## src/rtl/cpu_ctrl_fsm.sv

```systemverilog
// Multi-cycle control sequencer for the RV64I core: FETCH -> DECODE -> EXEC -> [MEM] -> WB.
// Drives the fetch/data memory handshakes, datapath selects and strobes, and counts retired instructions.
module cpu_ctrl_fsm #(
    parameter int unsigned MEM_TIMEOUT = 16
) (
    input  logic        clk,
    input  logic        rst_n,
    output logic        imem_req,
    input  logic        imem_ack,
    output logic        ir_we,
    input  logic [6:0]  opcode,
    input  logic [2:0]  funct3,
    input  logic        dec_we,
    input  logic        alu_zero,
    input  logic        alu_lt,
    output logic [1:0]  alu_a_sel,
    output logic        alu_b_sel,
    output logic        dmem_req,
    output logic        dmem_we,
    input  logic        dmem_ack,
    output logic        rf_we,
    output logic [1:0]  wb_sel,
    output logic        pc_we,
    output logic [1:0]  pc_sel,
    output logic        trap,
    output logic [63:0] instret,
    output logic [2:0]  state
);

    localparam int unsigned CNT_W = $clog2(MEM_TIMEOUT + 1);
    localparam logic [CNT_W-1:0] WAIT_LAST = CNT_W'(MEM_TIMEOUT - 1);

    localparam logic [2:0] S_FETCH  = 3'd0;
    localparam logic [2:0] S_DECODE = 3'd1;
    localparam logic [2:0] S_EXEC   = 3'd2;
    localparam logic [2:0] S_MEM    = 3'd3;
    localparam logic [2:0] S_WB     = 3'd4;
    localparam logic [2:0] S_TRAP   = 3'd5;

    localparam logic [6:0] OP_R     = 7'b0110011;
    localparam logic [6:0] OP_I     = 7'b0010011;
    localparam logic [6:0] OP_LOAD  = 7'b0000011;
    localparam logic [6:0] OP_STORE = 7'b0100011;
    localparam logic [6:0] OP_BR    = 7'b1100011;
    localparam logic [6:0] OP_JALR  = 7'b1100111;
    localparam logic [6:0] OP_LUI   = 7'b0110111;
    localparam logic [6:0] OP_AUIPC = 7'b0010111;
    localparam logic [6:0] OP_JAL   = 7'b1101111;
    localparam logic [6:0] OP_FENCE = 7'b0001111;

    logic [2:0]       state_q, state_d;
    logic [CNT_W-1:0] wait_q, wait_d;
    logic [63:0]      instret_q, instret_d;

    logic is_load, is_store, is_legal, br_taken;

    assign is_load  = (opcode == OP_LOAD);
    assign is_store = (opcode == OP_STORE);
    assign is_legal = (opcode == OP_R)    || (opcode == OP_I)     || is_load || is_store ||
                      (opcode == OP_BR)   || (opcode == OP_JALR)  || (opcode == OP_LUI)  ||
                      (opcode == OP_AUIPC)|| (opcode == OP_JAL)   || (opcode == OP_FENCE);

    // Branch condition from funct3 and ALU flags; 010/011 are never taken
    always_comb begin
        br_taken = 1'b0;
        case (funct3)
            3'b000:         br_taken = alu_zero;
            3'b001:         br_taken = ~alu_zero;
            3'b100, 3'b110: br_taken = alu_lt;
            3'b101, 3'b111: br_taken = ~alu_lt;
            default:        br_taken = 1'b0;
        endcase
    end

    // State, memory-wait counter and retired-instruction counter
    always_ff @(posedge clk or negedge rst_n) begin
        if (!rst_n) begin
            state_q   <= S_FETCH;
            wait_q    <= '0;
            instret_q <= '0;
        end else begin
            state_q   <= state_d;
            wait_q    <= wait_d;
            instret_q <= instret_d;
        end
    end

    // Next-state and control outputs; requests are gated by rst_n so they drop the instant reset asserts
    always_comb begin
        state_d   = state_q;
        wait_d    = wait_q;
        instret_d = instret_q;
        imem_req  = 1'b0;
        ir_we     = 1'b0;
        alu_a_sel = 2'b00;
        alu_b_sel = 1'b0;
        dmem_req  = 1'b0;
        dmem_we   = 1'b0;
        rf_we     = 1'b0;
        wb_sel    = 2'b00;
        pc_we     = 1'b0;
        pc_sel    = 2'b00;
        trap      = 1'b0;

        // Operand selects are held from EXEC through WB
        if (state_q == S_EXEC || state_q == S_MEM || state_q == S_WB) begin
            case (opcode)
                OP_I, OP_LOAD, OP_STORE, OP_JALR: alu_b_sel = 1'b1;
                OP_LUI: begin
                    alu_a_sel = 2'b10;
                    alu_b_sel = 1'b1;
                end
                OP_AUIPC, OP_JAL: begin
                    alu_a_sel = 2'b01;
                    alu_b_sel = 1'b1;
                end
                default: ;
            endcase
        end

        case (state_q)
            S_FETCH: begin
                imem_req = rst_n;
                if (imem_ack) begin
                    ir_we   = rst_n;
                    wait_d  = '0;
                    state_d = S_DECODE;
                end else if (wait_q == WAIT_LAST) begin
                    state_d = S_TRAP;
                end else begin
                    wait_d = wait_q + CNT_W'(1);
                end
            end
            S_DECODE: begin
                wait_d  = '0;
                state_d = is_legal ? S_EXEC : S_TRAP;
            end
            S_EXEC: begin
                wait_d  = '0;
                state_d = (is_load || is_store) ? S_MEM : S_WB;
            end
            S_MEM: begin
                dmem_req = rst_n;
                dmem_we  = rst_n & is_store;
                if (dmem_ack) begin
                    wait_d  = '0;
                    state_d = S_WB;
                end else if (wait_q == WAIT_LAST) begin
                    state_d = S_TRAP;
                end else begin
                    wait_d = wait_q + CNT_W'(1);
                end
            end
            S_WB: begin
                rf_we = dec_we;
                pc_we = 1'b1;
                if (is_load)
                    wb_sel = 2'b01;
                else if (opcode == OP_JAL || opcode == OP_JALR)
                    wb_sel = 2'b10;
                if (opcode == OP_JAL)
                    pc_sel = 2'b01;
                else if (opcode == OP_JALR)
                    pc_sel = 2'b10;
                else if (opcode == OP_BR && br_taken)
                    pc_sel = 2'b01;
                instret_d = instret_q + 64'd1;
                wait_d    = '0;
                state_d   = S_FETCH;
            end
            default: begin
                // TRAP and unused encodings: sticky until reset
                trap    = 1'b1;
                state_d = S_TRAP;
            end
        endcase
    end

    assign instret = instret_q;
    assign state   = state_q;

endmodule

```

## config.mk

```make
export PLATFORM = sky130hd
export DESIGN_NAME = cpu_ctrl_fsm
export DESIGN_NICKNAME = d
export VERILOG_FILES = /design/src/rtl/cpu_ctrl_fsm.sv
export SDC_FILE = /design/constraint.sdc
export NUM_CORES = 1
export LEC_CHECK = 0
export ABC_AREA = 1
export BUFFER_PORTS_ARGS = -buffer_cell sky130_fd_sc_hd__buf_4
export CAP_MARGIN = 10
export CORE_AREA = 2 2 117 141
export DETAILED_ROUTE_END_ITERATION = 10
export DIE_AREA = 0 0 119 143
export PLACE_DENSITY = 0.54
export SYNTH_ARGS = -nofsm -noshare
export SYNTH_HDL_FRONTEND = slang
export SYNTH_SLANG_ARGS = --single-unit
```

## constraint.sdc

```tcl
create_clock -name clk -period 2.1 [get_ports clk]
set_input_delay 0.105 -clock clk [delete_from_list [all_inputs] [get_ports clk]]
set_output_delay 0.105 -clock clk [all_outputs]
set_load 0.005 [all_outputs]
```

==> impl_metrics.py <==
metrics = {
    "outcome": {
        "outcome": "complete, no violations",
    },
    "place": {
        "post-place-ws_ns": 0.195,
        "place_congestion": 0.878,
        "port_buffers": 97,
        "hpwlAfterDp_mm": 11.1,
    },
    "routing": {
        "initialDrtViolationCount": 205,
        "vias_per_cell": 4.54,
        "num_vias": 4394,
        "wirelength_mm": 13.6,
        "ant_nets": 0,
        "first_pass_iters": 5,
        "drc": 0,
        "wl_per_cell_um": 14.1,
    },
    "timing": {
        "fin_skew_ns": 0.00874,
        "hold_violations": 0,
        "setup_slack_ns": 0.222,
        "finalCritPeriodShare_pct": 89.5,
        "tns_ns": 0,
        "setup_violations": 0,
        "rsz0062_at_grt": "false",
        "drv_slew": 0,
        "worstMarginPinSlew_ns": 0.494,
        "post-route-min-period_ns": 1.88,
        "slew_headroom_pct": 66.8,
        "fmax_mhz": 532,
    },
    "cells_and_area": {
        "fin_nets": 774,
        "num_antenna_cells": 0,
        "area_growth_pct": 28.2,
        "layout-drive-gt1-share_pct": 21.2,
    },
    "critical_path": {
        "cp_data_arrival_time_ns": 1.77,
        "worstPathRequired_ns": 2.00,
        "cp-end-kind": "primary output",
        "crit_type": "reg -> out",
        "reg2regPathDepth": 8,
        "crit_fanout": 8,
        "start_kind": "flip-flop",
    },
    "floorplan": {
        "fp.dieH_um": 143,
        "die_w_um": 119,
        "rows": 50,
        "core_um2": 15600,
        "start_util_pct": 29.7,
        "io_pins": 98,
        "dieArea_um2": 17000,
    },
    "yosys": {
        "ys_seq_elements": 72,
        "synth_nets": 661,
        "yosysUniqueCellTypes": 35,
        "synth_top_family_by_area": "simple AND/OR/NAND/NOR gates",
        "ys_seq_area_share_pct": 39.0,
        "synthMuxAreaShare_pct": 0,
        "synth_area_per_cell_um2": 7.20,
        "synth_area_um2": 4620,
        "synth-simple-area-share_pct": 44.3,
        "synth_adder_area_share_pct": 0.542,
        "synth-compound-area-share_pct": 2.73,
        "yosysWarnings": 0,
        "syn_inst": 642,
        "synth-xor-area-share_pct": 7.20,
    },
    "clock_network": {
        "clkTransAtPathRegs_ns": 0.05,
        "clkLatencyLatePin_ns": 0.34,
        "cts_root_buffer": "clkbuf_16",
        "cts_buffers": 9,
        "cts.path.max_buffers": 2,
        "htree_levels": 3,
        "cts_tree": "yes",
        "cts.sinks": 72,
    },
    "power": {
        "p_int_mw": 2.64,
        "p_leak_nw": 2.86,
        "peakVddDrop_uv": 406,
        "combPwrFrac_pct": 20.6,
        "clock_power_share_pct": 37.8,
        "total_power_mw": 3.80,
        "seqPwrFrac_pct": 41.6,
        "power_density_nw_per_um2": 641,
        "switching_power_mw": 1.16,
        "p_sw_share_pct": 30.4,
    },
    "job": {
        "cap_violations": 0,
    },
    "min_path": {
        "whs_path_depth": 3,
        "worstHoldPathType": "in -> reg",
    },
    "grt": {
        "grt_pass1_wl_mm": 22.3,
        "track_usage_pct": 16.6,
        "grt_max_degree": 32,
        "antenna_found_initial": 0,
        "grt.overflow.total": 0,
        "grt_pass1_vias": 4398,
    },
}
## cell families after synthesis
group / Yosys count
flip-flops: 72
AND/OR/NAND/NOR: 430
XOR/XNOR: 38
adder cells (fa/ha/maj): 2
buffers and inverters: 77
AO/OA/AOI/OAI: 23
## per-layer routing
metal  track usage [%]  routed length [um]  vias to the layer above  part of all wire [%]
met4              7.02                 286                        0                   2.1
met3              3.04                 744                       17                   5.5
li1                  -                   -                     2270                     -
met1              20.5                5950                     1999                    44
met2              28.4                6660                      108                    49
met5                 0                   0                        -                     0
## placed cells by master, fill, tap and decap left out, types with 2 or more instances in the layout
cell / n
nand2_1: 197
nor2_1: 103
buf_4: 102
inv_1: 72
dfrtp_1: 72
nand3_1: 41
xor2_1: 22
nand4_1: 19
nor3_1: 17
xnor2_1: 16
nor2_2: 11
nor2_4: 9
a21oi_1: 9
clkbuf_16: 9
nand3b_1: 8
nand2_2: 6
o21ai_0: 6
clkinv_2: 4
nand3_2: 3
nor2_8: 3
nand3_4: 3
inv_2: 3
and2_1: 2
nor3_2: 2
o21ai_1: 2
o31ai_1: 2
a31oi_1: 2
ha_1: 2
clkbuf_8: 2
## power groups by stage
stage	combinational [mW]	sequential [mW]	clock, mW
6_report	0.784	1.58	1.43
5_1_grt	0.901	1.59	1.53
4_1_cts	0.805	1.58	1.46
3_5_place_dp	0.800	1.61	0
3_3_place_gp	0.809	1.60	0
2_1_floorplan	0.443	1.60	0
## cells in the mapped netlist, drive strengths merged
cell      n  area [um^2]
a31oi     2         12.5
nand4    20          140
xnor2    16          140
o21ai     8         40.0
dfrtp    72         1800
o22ai     1         6.26
nor3     20          121
clkinv    1         3.75
nor4      1         6.26
a21oi     9         45.0
nand2   204          788
o31ai     2         15.0
and2      2         12.5
inv      75          282
and3      1         6.26
buf       1         3.75
nor2    126          617
nand3    47          288
or2       1         6.26
ha        2         25.0
o211ai    1         7.51
xor2     22          193
nand3b    8         60.1
## critical path, cell delays in order (launching register included)
cell,delay [ns]
dfrtp_1,0.49
inv_1,0.09
nand2_1,0.15
nor2_4,0.06
buf_4,0.17
a21oi_1,0.23
a31oi_1,0.09
buf_4,0.15
## worst paths after layout
kind,startpoint,end,slack (ns)
setup / recovery,state[1]$_DFF_PN0_,alu_b_sel,0.22
hold / removal,dmem_ack,state[2]$_DFF_PN0_,0.04
setup reg to reg,state[1]$_DFF_PN0_,instret[49]$_DFFE_PN0P_,0.25
hold reg to reg,instret[63]$_DFFE_PN0P_,instret[63]$_DFFE_PN0P_,0.50
max in group asynchronous,rst_n,instret[14]$_DFFE_PN0P_,1.26
min in group asynchronous,rst_n,instret[13]$_DFFE_PN0P_,0.16
## state kept, by name, summed over array words and instances, names as in the netlist
name,flops
state,3
instret,64
wait_q,5
## stage by stage
stage	util, %	std cells	hold WS [ns]	instance area (um^2)
after floorplan	-	642	-0.191	4620
after global placement	36.2	951	-0.0165	5640
after detailed placement	36.2	951	-0.0163	5640
after CTS	38.0	967	0.0316	5930
after global routing	38.0	967	0.0499	5930
final	38.0	967	0.0378	5930
## timing repair
action,4_1_cts,5_1_grt
endpoints found under the hold margin,12,0
gates resized for setup,0,0
buffers inserted,0,0
hold buffers,1,0
## layout make-up
| cell class | instances | area [um^2] |
|---|---|---|
| Fill cell | 1659 | 9650 |
| Multi-Input combinational cell | 493 | 2530 |
| Sequential cell | 72 | 1800 |
| Timing Repair Buffer | 103 | 776 |
| Inverter | 76 | 285 |
| Tap cell | 208 | 260 |
| Clock buffer | 11 | 253 |
| Clock inverter | 4 | 20.0 |
Power figures use the tool's default switching activity.
